File: config.mk
export PLATFORM = sky130hd
export DESIGN_NAME = load_store_unit
export DESIGN_NICKNAME = d
export VERILOG_FILES = /design/src/rtl/lsu_pkg.sv /design/src/rtl/lsu_align.sv /design/src/rtl/load_store_unit.sv
export SDC_FILE = /design/constraint.sdc
export NUM_CORES = 1
export LEC_CHECK = 0
export ABC_AREA = 1
export CAP_MARGIN = 20
export CORE_MARGIN = 1
export CORE_UTILIZATION = 43
export CTS_CLUSTER_DIAMETER = 200
export DETAILED_ROUTE_END_ITERATION = 10
export PLACE_DENSITY = 0.75
export SKIP_CTS_REPAIR_TIMING = 1
export SYNTH_ARGS = -nofsm -noshare
export SYNTH_HDL_FRONTEND = slang
export SYNTH_SLANG_ARGS = --single-unit
File: constraint.sdc
create_clock -name clk -period 3.2 [get_ports clk]
set_input_delay 0.48 -clock clk [delete_from_list [all_inputs] [get_ports clk]]
set_output_delay 0.48 -clock clk [all_outputs]
set_load 0.1 [all_outputs]
File: src/rtl/lsu_pkg.sv
// Shared types and helpers for the load/store unit.
//   lsu_state_e  : FSM state encoding
//   F3_*         : RISC-V funct3 size/sign codes
//   f3_illegal   : funct3 not legal for the given access direction
//   misaligned   : access not naturally aligned for its size
package lsu_pkg;

    typedef enum logic [2:0] {
        IDLE  = 3'd0,
        LD_RD = 3'd1,
        ST_RD = 3'd2,
        ST_WR = 3'd3,
        RESP  = 3'd4
    } lsu_state_e;

    localparam logic [2:0] F3_B  = 3'b000;
    localparam logic [2:0] F3_H  = 3'b001;
    localparam logic [2:0] F3_W  = 3'b010;
    localparam logic [2:0] F3_BU = 3'b100;
    localparam logic [2:0] F3_HU = 3'b101;

    // Stores only know B/H/W; loads additionally allow BU/HU.
    function automatic logic f3_illegal(input logic is_store, input logic [2:0] funct3);
        if (is_store) begin
            f3_illegal = (funct3 > F3_W);
        end else begin
            f3_illegal = (funct3 == 3'b011) || (funct3 == 3'b110) || (funct3 == 3'b111);
        end
    endfunction

    // funct3[1:0] carries the access size for every legal code.
    function automatic logic misaligned(input logic [2:0] funct3, input logic [1:0] byte_off);
        case (funct3[1:0])
            2'b01:   misaligned = byte_off[0];
            2'b10:   misaligned = (byte_off != 2'b00);
            default: misaligned = 1'b0;
        endcase
    endfunction

endpackage

File: src/rtl/lsu_align.sv
// Byte-lane alignment for the load/store unit (purely combinational).
//   funct3     : access size/sign code
//   byte_off   : byte offset within the word
//   rdata      : word read from memory
//   wdata      : low half of store data (byte or halfword source)
//   load_ext_c : little-endian extracted and extended load result
//   merged_c   : rdata with the addressed byte/half replaced by wdata
module lsu_align
    import lsu_pkg::*;
#(
    parameter int unsigned XLEN = 32
) (
    input  logic [2:0]      funct3,
    input  logic [1:0]      byte_off,
    input  logic [XLEN-1:0] rdata,
    input  logic [15:0]     wdata,
    output logic [XLEN-1:0] load_ext_c,
    output logic [XLEN-1:0] merged_c
);

    logic [7:0]  byte_c;
    logic [15:0] half_c;

    assign byte_c = rdata[{byte_off, 3'b000} +: 8];
    assign half_c = rdata[{byte_off[1], 4'b0000} +: 16];

    // Load extraction and extension.
    always_comb begin
        load_ext_c = '0;
        case (funct3)
            F3_B:    load_ext_c = {{(XLEN-8){byte_c[7]}}, byte_c};
            F3_BU:   load_ext_c = {{(XLEN-8){1'b0}}, byte_c};
            F3_H:    load_ext_c = {{(XLEN-16){half_c[15]}}, half_c};
            F3_HU:   load_ext_c = {{(XLEN-16){1'b0}}, half_c};
            F3_W:    load_ext_c = rdata;
            default: load_ext_c = '0;
        endcase
    end

    // Sub-word store merge into the old word.
    always_comb begin
        merged_c = rdata;
        case (funct3[1:0])
            2'b00:   merged_c[{byte_off, 3'b000} +: 8]     = wdata[7:0];
            2'b01:   merged_c[{byte_off[1], 4'b0000} +: 16] = wdata;
            default: merged_c = rdata;
        endcase
    end

endmodule

File: src/rtl/load_store_unit.sv
// Load/store unit between the execute stage and a word-addressed data memory
// without byte enables. Sub-word stores use read-modify-write.
//   clk, reset          : clock, async active-high reset
//   req_*               : core request, held until done
//   busy                : accept edge through end of RESP (core stalls)
//   done                : one-cycle completion pulse
//   load_data           : extended load result, valid with done
//   access_fault        : access aborted, valid with done
//   mem_read/mem_write  : registered memory strobes (never both high)
//   mem_address         : registered word address
//   mem_write_data      : registered store word
//   mem_read_data       : combinational memory read data
module load_store_unit
    import lsu_pkg::*;
#(
    parameter int unsigned ADDR_W = 14,
    parameter int unsigned XLEN   = 32
) (
    input  logic              clk,
    input  logic              reset,
    input  logic              req_valid,
    input  logic              req_is_store,
    input  logic [2:0]        req_funct3,
    input  logic [XLEN-1:0]   req_addr,
    input  logic [XLEN-1:0]   req_wdata,
    output logic              busy,
    output logic              done,
    output logic [XLEN-1:0]   load_data,
    output logic              access_fault,
    output logic              mem_read,
    output logic              mem_write,
    output logic [ADDR_W-1:0] mem_address,
    output logic [XLEN-1:0]   mem_write_data,
    input  logic [XLEN-1:0]   mem_read_data
);

    localparam int unsigned BA_W = ADDR_W + 2;

    lsu_state_e      state_q, state_d;
    logic [BA_W-1:0] addr_q, addr_d;
    logic [15:0]     wdata_q, wdata_d;
    logic [2:0]      funct3_q, funct3_d;

    logic            busy_d, done_d, fault_d, mem_read_d, mem_write_d;
    logic [XLEN-1:0] load_data_d, mem_write_data_d;
    logic [XLEN-1:0] load_ext_c, merged_c;
    logic            req_fault_c;

    assign req_fault_c = f3_illegal(req_is_store, req_funct3)
                       || misaligned(req_funct3, req_addr[1:0])
                       || (|req_addr[XLEN-1:BA_W]);

    // The address register feeds the memory directly, so it is already a flop.
    assign mem_address = addr_q[BA_W-1:2];

    lsu_align #(.XLEN(XLEN)) u_align (
        .funct3     (funct3_q),
        .byte_off   (addr_q[1:0]),
        .rdata      (mem_read_data),
        .wdata      (wdata_q),
        .load_ext_c (load_ext_c),
        .merged_c   (merged_c)
    );

    // Next state and next registered outputs. The RMW merged word is captured
    // straight into mem_write_data on the ST_RD -> ST_WR edge.
    always_comb begin
        state_d          = state_q;
        addr_d           = addr_q;
        wdata_d          = wdata_q;
        funct3_d         = funct3_q;
        done_d           = 1'b0;
        fault_d          = access_fault;
        load_data_d      = load_data;
        mem_read_d       = 1'b0;
        mem_write_d      = 1'b0;
        mem_write_data_d = '0;
        case (state_q)
            IDLE: begin
                if (req_valid) begin
                    addr_d      = req_addr[BA_W-1:0];
                    wdata_d     = req_wdata[15:0];
                    funct3_d    = req_funct3;
                    load_data_d = '0;
                    fault_d     = 1'b0;
                    if (req_fault_c) begin
                        state_d = RESP;
                        done_d  = 1'b1;
                        fault_d = 1'b1;
                    end else if (!req_is_store) begin
                        state_d    = LD_RD;
                        mem_read_d = 1'b1;
                    end else if (req_funct3 == F3_W) begin
                        state_d          = ST_WR;
                        mem_write_d      = 1'b1;
                        mem_write_data_d = req_wdata;
                    end else begin
                        state_d    = ST_RD;
                        mem_read_d = 1'b1;
                    end
                end
            end
            LD_RD: begin
                state_d     = RESP;
                done_d      = 1'b1;
                load_data_d = load_ext_c;
            end
            ST_RD: begin
                state_d          = ST_WR;
                mem_write_d      = 1'b1;
                mem_write_data_d = merged_c;
            end
            ST_WR: begin
                state_d = RESP;
                done_d  = 1'b1;
            end
            RESP:    state_d = IDLE;
            default: state_d = IDLE;
        endcase
        busy_d = (state_d != IDLE);
    end

    // State and output registers.
    always_ff @(posedge clk or posedge reset) begin
        if (reset) begin
            state_q        <= IDLE;
            addr_q         <= '0;
            wdata_q        <= '0;
            funct3_q       <= '0;
            busy           <= 1'b0;
            done           <= 1'b0;
            access_fault   <= 1'b0;
            load_data      <= '0;
            mem_read       <= 1'b0;
            mem_write      <= 1'b0;
            mem_write_data <= '0;
        end else begin
            state_q        <= state_d;
            addr_q         <= addr_d;
            wdata_q        <= wdata_d;
            funct3_q       <= funct3_d;
            busy           <= busy_d;
            done           <= done_d;
            access_fault   <= fault_d;
            load_data      <= load_data_d;
            mem_read       <= mem_read_d;
            mem_write      <= mem_write_d;
            mem_write_data <= mem_write_data_d;
        end
    end

endmodule

==> qor.yml <==
wirelength_um: 18650
fin_nets: 1018
dr.pass1.iters: 6
preCtsSetupSlack_ps: 281.9
syn_nets: 866
whs_path_depth: 2
powerDensity_mw_per_mm2: 451.5
setup_ws_ps: 624.2
r2r_slack_ps: 790
clk_path_buf_depth: 2
finalPower_mw: 3.558
min_from: "addr_q[14]"
root_buffer: "clkbuf_16"
numCtsBuffers: 9
required_ps: 3460
cts_htree_levels: 3
grtUsageTotal: 0.2742
finish.utilization: 0.5950
drtIter0Drc: 608
tns_ps: 0
dp_hpwl_um: 13840
ys_seq_elements: 107
n_antenna_cell: 0
status: "finished clean"
netlist_area_mm2: 0.005854
io_pins: 186
grtUsageMet2: 0.4042
worstPathMaxFanout: 19
max_cap_violations: 0
start_util: 0.4421
fmax_mhz: 388.2
min_period_ps: 2576
clk_pin_slew_ps: 60
die_h_um: 118.7
finClkSkew_ps: 4.839
grt_max_degree: 108
cp-start-kind: "primary input"
yosysSeqAreaShare: 0.4574
clk-insertion-delay-late_ps: 360
synthTopCellsByArea: "dfrtp_1 46%, nand2_1 16%, o211ai_1 7.2%"
wl_per_cell_um: 17.16
dp_cells: 1071
timing_hold_violations_final: 0
reg2reg_from: "addr_q[0]"
syn_avg_cell_area_um2: 7.764
overflow: 0
die_x_um: 118.7
fin_crit_sh: 0.8049
reg2reg_to: "load_data[4]"
reg2reg_depth: 7
routed_via_density: 5.394
drv_slew: 0
critPathArrivalTime_ps: 2840
synth_cell_types: 24
cts_tree: "done"
holdWs_ps: 469.8
drive_gt1_frac: 0.1010
grt_pass1_wl_um: 29760
finalNonFillerCells: 1087
synth_cells: 754
vias: 5863
postRouteAntennaNets: 0
grt_use_met3: 0.03958
grt_use_met1: 0.3956
busiest_layer: "met2"
port_buffers: 185
mostFrequentLayoutCells: "252 x nand2_1, 131 x clkdlybuf4s50_1, 107 x dfrtp_1"
worst-slew-pin-transition_ps: 986.6
synth_top_area_cell: "dfrtp_1"
ir_drop_v: 0.0002629
ys_warn_count: 0
dpl_cell_area_mm2: 0.007591
grt_pass1_vias: 5560
whs_endpoint: "addr_q[14]"
core_area_mm2: 0.01324
antenna_found_initial: 0
setup_viol: 0
worstSetupPathType: "in -> reg"
clock-sinks: 107
synth_top_area_share: 0.4574
area_delta_synth_final_pct: 34.60
drc_errors: 0
rows: 42
design_area_mm2: 0.007880
critPathCaptureType: "register"
place.gp.congestion: 0.9417
grt_setup_unrepaired: "no"
layout_commonest_cell: "nand2_1"
hold_class: "reg -> reg"
die_area_mm2: 0.01408
relSlewSlack: 0.3402
leakage_nw: 3.878
==> worst max-delay path: stages <==
cell and delay, ps:
clkdlybuf4s50_1 460, inv_1 100, ha_1 170, nand2_1 100, nor2_2 620, nand2_1 590
o21ai_0 310
==> registers in the layout (all words and copies together) (netlist names) <==
register        cells
mem_write_data     32
done                1
addr_q             16
access_fault        1
load_data          32
mem_write           1
wdata_q            16
state_q             3
busy                1
mem_read            1
funct3_q            3
==> power breakdown <==
| part | switching, mW | internal (mW) | total (mW) |
|---|---|---|---|
| clock | 0.481 | 0.628 | 1.11 |
| combinational | 0.666 | 0.316 | 0.981 |
| sequential | 0.0538 | 1.41 | 1.47 |
| total | 1.20 | 2.36 | 3.56 |
==> synth_stat cells <==
master	n
nor2_4	2
nor2_1	28
nor2_2	6
o221ai_1	28
nand2_1	252
buf_4	17
o21ai_2	1
nand2_2	1
buf_6	1
inv_1	71
clkinv_1	1
o211ai_1	56
nand3b_1	2
buf_1	1
nand3_1	45
o21ai_0	51
clkbuf_1	15
dfrtp_1	107
buf_2	19
o22ai_1	10
a21oi_1	25
ha_1	9
o21ai_1	2
inv_2	4
==> worst max-delay path by stage <==
stage                       start                  to  slack [ps]
detailed placement  req_funct3[1]   mem_write_data[2]         280
global route        req_funct3[1]   mem_write_data[5]         310
CTS                 req_funct3[1]   mem_write_data[2]         650
finish              req_funct3[0]   mem_write_data[2]         620
floorplan               addr_q[1]  mem_write_data[12]        1330
global placement    req_funct3[0]   mem_write_data[2]         360
==> routing by layer <==
layer	vias to the layer above	routed length, um
li1	2806	-
met1	2728	8296
met2	289	8243
met3	40	1448
met4	0	659
met5	-	0
==> area by class of cell <==
type | count | area, um2
fill | 1222 | 5363
sequential | 107 | 2678
multi-input combinational | 518 | 2608
timing repair buffer | 194 | 1797
inverter | 76 | 289.0
clock buffer | 14 | 254.0
tap | 176 | 220.2
clock inverter | 2 | 35.03
==> logic make-up after synthesis <==
group,share of synthesized area
flip-flops,0.4574
AND/OR/NAND/NOR,0.2319
adder cells (fa/ha/maj),0.01924
buffers and inverters,0.09895
AO/OA/AOI/OAI,0.1926
Power figures use the tool's default switching activity.
